$ cat src/rtl/fir_frame_sequencer_pkg.sv
// Shared constants and types for the FIR frame sequencer and its neighbours.
package fir_frame_sequencer_pkg;
    localparam int NUM_TAPS  = 16;
    localparam int FLUSH_LEN = NUM_TAPS - 1;
    localparam int IN_W      = 16;
    localparam int OUT_W     = 16;
    localparam int LEN_W     = 16;

    typedef logic [IN_W-1:0]  in_t;
    typedef logic [OUT_W-1:0] out_t;
    typedef logic [LEN_W-1:0] len_t;
    typedef logic [LEN_W:0]   cnt_t;

    typedef enum logic [1:0] {IDLE, FEED, FLUSH, DRAIN} seq_state_e;
endpackage

$ cat src/rtl/fir_frame_sequencer.sv
// Frame controller around the FIR core: admits cmd_len samples, injects FLUSH_LEN
// zeros to drain the filter tail, and forwards exactly cmd_len+FLUSH_LEN results.
module fir_frame_sequencer #(
    parameter int IN_W      = fir_frame_sequencer_pkg::IN_W,
    parameter int OUT_W     = fir_frame_sequencer_pkg::OUT_W,
    parameter int LEN_W     = fir_frame_sequencer_pkg::LEN_W,
    parameter int FLUSH_LEN = fir_frame_sequencer_pkg::FLUSH_LEN
) (
    input  logic             clk,
    input  logic             rst,
    input  logic             cmd_valid,
    output logic             cmd_ready,
    input  logic [LEN_W-1:0] cmd_len,
    input  logic             s_valid,
    output logic             s_ready,
    input  logic [IN_W-1:0]  s_data,
    output logic             c_s_valid,
    input  logic             c_s_ready,
    output logic [IN_W-1:0]  c_s_data,
    input  logic             c_m_valid,
    output logic             c_m_ready,
    input  logic [OUT_W-1:0] c_m_data,
    output logic             m_valid,
    input  logic             m_ready,
    output logic [OUT_W-1:0] m_data,
    output logic             m_last,
    output logic             busy,
    output logic             done,
    output logic             stray_err
);
    import fir_frame_sequencer_pkg::*;

    // One extra bit so len+FLUSH_LEN never wraps.
    localparam int CNT_W = LEN_W + 1;
    localparam logic [CNT_W-1:0] FLUSH_CNT  = CNT_W'(FLUSH_LEN);
    localparam logic [CNT_W-1:0] FLUSH_LAST = (FLUSH_LEN > 0) ? CNT_W'(FLUSH_LEN - 1) : '0;

    seq_state_e       state;
    seq_state_e       state_nxt;
    logic [LEN_W-1:0] len_q;
    logic [CNT_W-1:0] total_q;
    logic [CNT_W-1:0] in_cnt;
    logic [CNT_W-1:0] flush_cnt;
    logic [CNT_W-1:0] out_cnt;

    logic cmd_fire;
    logic s_fire;
    logic cs_fire;
    logic m_fire;
    logic last_fire;
    logic in_last;

    assign cmd_fire  = cmd_valid & cmd_ready;
    assign s_fire    = s_valid & s_ready;
    assign cs_fire   = c_s_valid & c_s_ready;
    assign m_fire    = m_valid & m_ready;
    assign last_fire = m_fire & m_last;
    assign in_last   = (in_cnt == ({1'b0, len_q} - 1'b1));

    always_ff @(posedge clk) begin
        if (rst) begin
            state <= IDLE;
        end else begin
            state <= state_nxt;
        end
    end

    // Final result handshake wins over any input-side transition, so a core
    // with combinational latency can finish the frame before counting ends.
    always_comb begin
        state_nxt = state;
        unique case (state)
            IDLE:    if (cmd_fire && cmd_len != '0) state_nxt = FEED;
            FEED:    if (s_fire && in_last) state_nxt = (FLUSH_LEN == 0) ? DRAIN : FLUSH;
            FLUSH:   if (cs_fire && flush_cnt == FLUSH_LAST) state_nxt = DRAIN;
            default: ;
        endcase
        if (state != IDLE && last_fire) state_nxt = IDLE;
    end

    always_comb begin
        cmd_ready = 1'b0;
        s_ready   = 1'b0;
        c_s_valid = 1'b0;
        c_s_data  = '0;
        c_m_ready = 1'b1;
        m_valid   = 1'b0;
        m_data    = '0;
        m_last    = 1'b0;
        busy      = (state != IDLE);
        unique case (state)
            IDLE: cmd_ready = 1'b1;
            FEED: begin
                c_s_valid = s_valid;
                c_s_data  = s_data;
                s_ready   = c_s_ready;
            end
            FLUSH:   c_s_valid = 1'b1;
            default: ;
        endcase
        if (state != IDLE) begin
            m_valid   = c_m_valid;
            m_data    = c_m_data;
            c_m_ready = m_ready;
            m_last    = c_m_valid & (out_cnt == total_q - 1'b1);
        end
    end

    always_ff @(posedge clk) begin
        if (rst) begin
            in_cnt    <= '0;
            flush_cnt <= '0;
            out_cnt   <= '0;
            done      <= 1'b0;
            stray_err <= 1'b0;
        end else begin
            done <= last_fire | (cmd_fire & (cmd_len == '0));
            if (state == IDLE) begin
                if (c_m_valid) stray_err <= 1'b1;
                if (cmd_fire) begin
                    in_cnt    <= '0;
                    flush_cnt <= '0;
                    out_cnt   <= '0;
                end
            end else begin
                if (s_fire) in_cnt <= in_cnt + 1'b1;
                if (state == FLUSH && cs_fire) flush_cnt <= flush_cnt + 1'b1;
                if (m_fire) out_cnt <= out_cnt + 1'b1;
            end
        end
    end

    always_ff @(posedge clk) begin
        if (cmd_fire) begin
            len_q   <= cmd_len;
            total_q <= {1'b0, cmd_len} + FLUSH_CNT;
        end
    end
endmodule

$ cat config.mk
export PLATFORM = sky130hd
export DESIGN_NAME = fir_frame_sequencer
export DESIGN_NICKNAME = d
export VERILOG_FILES = /design/src/rtl/fir_frame_sequencer_pkg.sv /design/src/rtl/fir_frame_sequencer.sv
export SDC_FILE = /design/constraint.sdc
export NUM_CORES = 1
export LEC_CHECK = 0
export CAP_MARGIN = 15
export CORE_ASPECT_RATIO = 1.1
export CORE_MARGIN = 5
export CORE_UTILIZATION = 35
export CTS_BUF_LIST = sky130_fd_sc_hd__clkbuf_8
export DETAILED_ROUTE_END_ITERATION = 7
export PLACE_DENSITY = 0.59
export SLEW_MARGIN = 5
export SYNTH_ARGS = -nofsm -noshare
export SYNTH_HDL_FRONTEND = slang
export SYNTH_SLANG_ARGS = --single-unit
$ cat constraint.sdc
create_clock -name clk -period 2.5 [get_ports clk]
set_input_delay 0.375 -clock clk [delete_from_list [all_inputs] [get_ports clk]]
set_output_delay 0.375 -clock clk [all_outputs]
set_load 0.02 [all_outputs]
==> metrics.md <==
| Metric | Value |
|---|---|
| Status | `finished, violations left` |
| Failing checks | `negative setup slack` |
| FMAX | `324.2 MHz` |
| Layout cells sized above 1 | `0.1809` |
| Sum of routed wire segments on met1 | `6314 um` |
| Effective utilization at floorplan | `0.3554` |
| DRC violations left | `0` |
| Number of global-route vias before repair | `5,029` |
| Clock period minus final worst setup slack | `3.084 ns` |
| Switching part of the total power | `0.3573` |
| Area fraction of the dominant cell type after synthesis | `0.2066` |
| First-pass GRT wire length | `24,350 um` |
| Core Footprint | `15,000 um2` |
| Final-layout setup total negative slack | `-0.8941 ns` |
| Clock H-tree levels | `3` |
| Critical path required time | `2.12 ns` |
| Met3 wire len | `546 um` |
| Setup CP Type | `register to output pin` |
| Hold Crit Class | `register to register` |
| Critical Path Max Stage Delay | `0.50 ns` |
| Post-Syn Instances | `612` |
| PD cells | `642.4 nW/um2` |
| Final-layout fill cell count | `1,393` |
| WL per Instance | `14.82 um` |
| Most repeated cell in the gate-level netlist after synthesis | `sky130_fd_sc_hd__nor2_1` |
| Pins Over Slew Limit | `0` |
| Nets | `859` |
| Clock transition at the registers of the reported paths | `0.09 ns` |
| Highest metal used | `met4` |
| Power share of the clock group | `0.209` |
| Post-synthesis average cell area | `8.707 um2` |
| Met2 Routed Length | `7563 um` |
| Max FO, Critical Path | `4` |
| Net Count, Synth | `680` |
| Count of pins on the block boundary | `96` |
| Inserted Clock Buffers | `9` |
| Element type at the critical path end | `output pin` |
| Detail-routed via count per cell | `5.148` |
| Cell-internal power | `3.083 mW` |
| Final Cell Area | `7467 um2` |
| 1st-iter DRT viols | `294` |
| Share of the core filled with cells in the final layout | `0.4980` |
| Layout-stage area growth over the synthesis result | `40.13%` |
| Die H | `139.4 um` |
| Net switching power | `1.714 mW` |
| Clock sinks | `88` |
| Total number of vias | `5,107` |
| Initial antenna violation count | `0` |
| Setup slack, reg-to-reg | `-0.17 ns` |
| Final critical-path share of the clock period | `1.234` |
| Setup skew after layout | `0.01552 ns` |
| FFs w/ async S/R, synth | `0` |
| Relative slew margins | `0.7257` |
| Global route total overflow | `0` |
| Yosys synthesis warning count | `0` |
| Post-synthesis sequential area ratio | `0.3926` |
| Max cap viols | `0` |
| Global placement routability congestion | `0.8061` |
| Placed standard-cell area | `7182 um2` |
| Static power due to leakage | `2.819 nW` |
| Leading cell types by total area after synthesis | `sky130_fd_sc_hd__dfxtp_1, sky130_fd_sc_hd__edfxtp_1, sky130_fd_sc_hd__xnor2_1, sky130_fd_sc_hd__xor2_1, sky130_fd_sc_hd__nor2_1` |
| Pre-Repair DR Iteration Count | `5` |
| Worst ir drop on vdd | `0.2517 mV` |
| Final setup fails | `4` |
| RSZ-0062 raised after global routing | `yes` |
| Slowest CP cell | `sky130_fd_sc_hd__or4b_4` |
| CTS tree | `done` |
| Half-perimeter wire length after placement | `11,620 um` |
| Number of unique standard cell types used by synthesis | `60` |
| Top cell types by occurrence after synthesis | `sky130_fd_sc_hd__nor2_1, sky130_fd_sc_hd__dfxtp_1, sky130_fd_sc_hd__nand2_1` |
| Comb pwr share | `0.426` |
| Worst skew pair latency | `0.38 ns` |
| Ordered cell list for the critical path | `inv_2, ha_4, or4b_4, o21ai_2, a21oi_1, a311o_1, a22oi_2, nor4bb_4, buf_4` |
| Yosys top cell by area | `sky130_fd_sc_hd__dfxtp_1` |
| CP startpoint kind | `register` |
| Signal arrival time at the worst endpoint | `2.71 ns` |
| Largest net degree at the start of global routing | `37` |
| Count of inserted antenna diode cells | `0` |
| Wire length reported by the detailed router | `14,700 um` |
| EDFF count, synth | `33` |
| Max clock buf depth | `2` |
| Number of hold violations in the final report | `0` |
| Worst setup margin | `-0.5845 ns` |
| Post-Place Setup Slack | `-0.7085 ns` |
| Cell area after synthesis | `5329 um2` |
| Count of antenna-violating nets left after detailed routing | `0` |
| Fraction of power consumed by sequential logic | `0.365` |
| Transition time at the pin with the least slew margin | `0.4057 ns` |
| Primary flip-flop cell chosen by synthesis mapping | `sky130_fd_sc_hd__dfxtp_1` |
| Horizontal die dimension | `127.7 um` |
| Critical path buffer and inverter count | `2` |
| Cell at the root of the clock tree | `sky130_fd_sc_hd__clkbuf_8` |
| Port Buf Inserts | `95` |
| GRT Total Usage | `0.1658` |
| Overall die area | `17,800 um2` |
| Yosys reg bits | `88` |
| Top delay family on crit path | `simple AND/OR/NAND/NOR gates` |
| Core Rows | `47` |
==> cells in the final DEF, fill, tap and decap left out, types with 14 or more instances in the layout <==
cell	synthesis	routed
sky130_fd_sc_hd__buf_4	0	91
sky130_fd_sc_hd__clkdlybuf4s50_1	0	85
sky130_fd_sc_hd__nor2_1	66	65
sky130_fd_sc_hd__dfxtp_1	55	55
sky130_fd_sc_hd__nand2_1	52	52
sky130_fd_sc_hd__nand3_1	36	36
sky130_fd_sc_hd__a21oi_1	36	36
sky130_fd_sc_hd__xnor2_1	35	35
sky130_fd_sc_hd__edfxtp_1	33	33
sky130_fd_sc_hd__xor2_1	30	30
sky130_fd_sc_hd__nor2b_1	20	19
sky130_fd_sc_hd__o21ai_0	19	18
sky130_fd_sc_hd__and2_1	17	17
sky130_fd_sc_hd__nand4_1	16	16
sky130_fd_sc_hd__inv_1	17	15
sky130_fd_sc_hd__and3_1	14	14
==> per-layer routing <==
layer	global-route usage	up-vias
met1	0.2056	2414
li1	-	2574
met3	0.02913	18
met2	0.2908	101
met5	0	-
met4	0.05307	0
==> what timing repair did <==
item,in CTS,in global routing
endpoints found under the setup margin,5,14
setup buffers,2,1
hold buffers,0,0
gates cloned,0,0
resized for setup,11,14
pin swaps,2,1
==> cell families after synthesis <==
family | Yosys count | synth area share
AND/OR/NAND/NOR | 312 | 0.3240
AO/OA/AOI/OAI | 91 | 0.1057
flip-flops | 88 | 0.3926
XOR/XNOR | 65 | 0.1068
buffers and inverters | 36 | 0.02629
adder cells (fa/ha/maj) | 13 | 0.03052
multiplexers | 7 | 0.01409
==> state kept, by name (all words and copies together) (netlist names) <==
register and cells:
total_q 17, state 2, len_q 16, flush_cnt 17, out_cnt 17, done 1
in_cnt 17, stray_err 1
==> through the flow <==
stage | hold slack, ns | total power [mW] | std cells
after global routing | 0.5099 | 5.069 | 992
after CTS | 0.4783 | 4.852 | 991
after floorplan | 0.4664 | 2.818 | 612
after detailed placement | 0.4544 | 3.822 | 973
final | 0.4761 | 4.797 | 992
after global placement | 0.4485 | 3.786 | 973
==> worst paths after layout <==
kind         startpoint   endpoint  cells past startpoint
min reg2reg   stray_err  stray_err                      2
max          total_q[1]     m_last                      9
min           stray_err  stray_err                      2
max reg2reg  total_q[1]   state[0]                     10
==> final cells by class <==
cell class | count | area (um2) | share of cell area
inverters | 17 | 63.81 | 0.008546
well taps | 196 | 245.2 | 0.03284
clock inverters | 7 | 70.07 | 0.009383
multi-input cells | 488 | 3198 | 0.4283
flip-flops and latches | 88 | 2092 | 0.2802
clock buffers | 9 | 123.9 | 0.01659
repair buffers | 187 | 1674 | 0.2242
==> power groups by stage <==
stage | combinational, mW | sequential (mW) | clock [mW]
final | 2.05 | 1.75 | 1.00
after global routing | 2.21 | 1.77 | 1.10
after CTS | 2.06 | 1.75 | 1.04
after detailed placement | 2.04 | 1.79 | 0
after global placement | 2.00 | 1.78 | 0
after floorplan | 1.02 | 1.80 | 0
==> worst register-to-register path, cell delays in order, from the launching register on <==
cell and delay, ns:
sky130_fd_sc_hd__edfxtp_1 0.42, sky130_fd_sc_hd__inv_2 0.09, sky130_fd_sc_hd__ha_4 0.13, sky130_fd_sc_hd__or4b_4 0.50
sky130_fd_sc_hd__nor4_1 0.35, sky130_fd_sc_hd__and3_1 0.22, sky130_fd_sc_hd__o21ai_2 0.08, sky130_fd_sc_hd__buf_4 0.15
sky130_fd_sc_hd__nor4b_2 0.28, sky130_fd_sc_hd__a21oi_1 0.16, sky130_fd_sc_hd__and3b_1 0.20
Power figures use the tool's default switching activity.
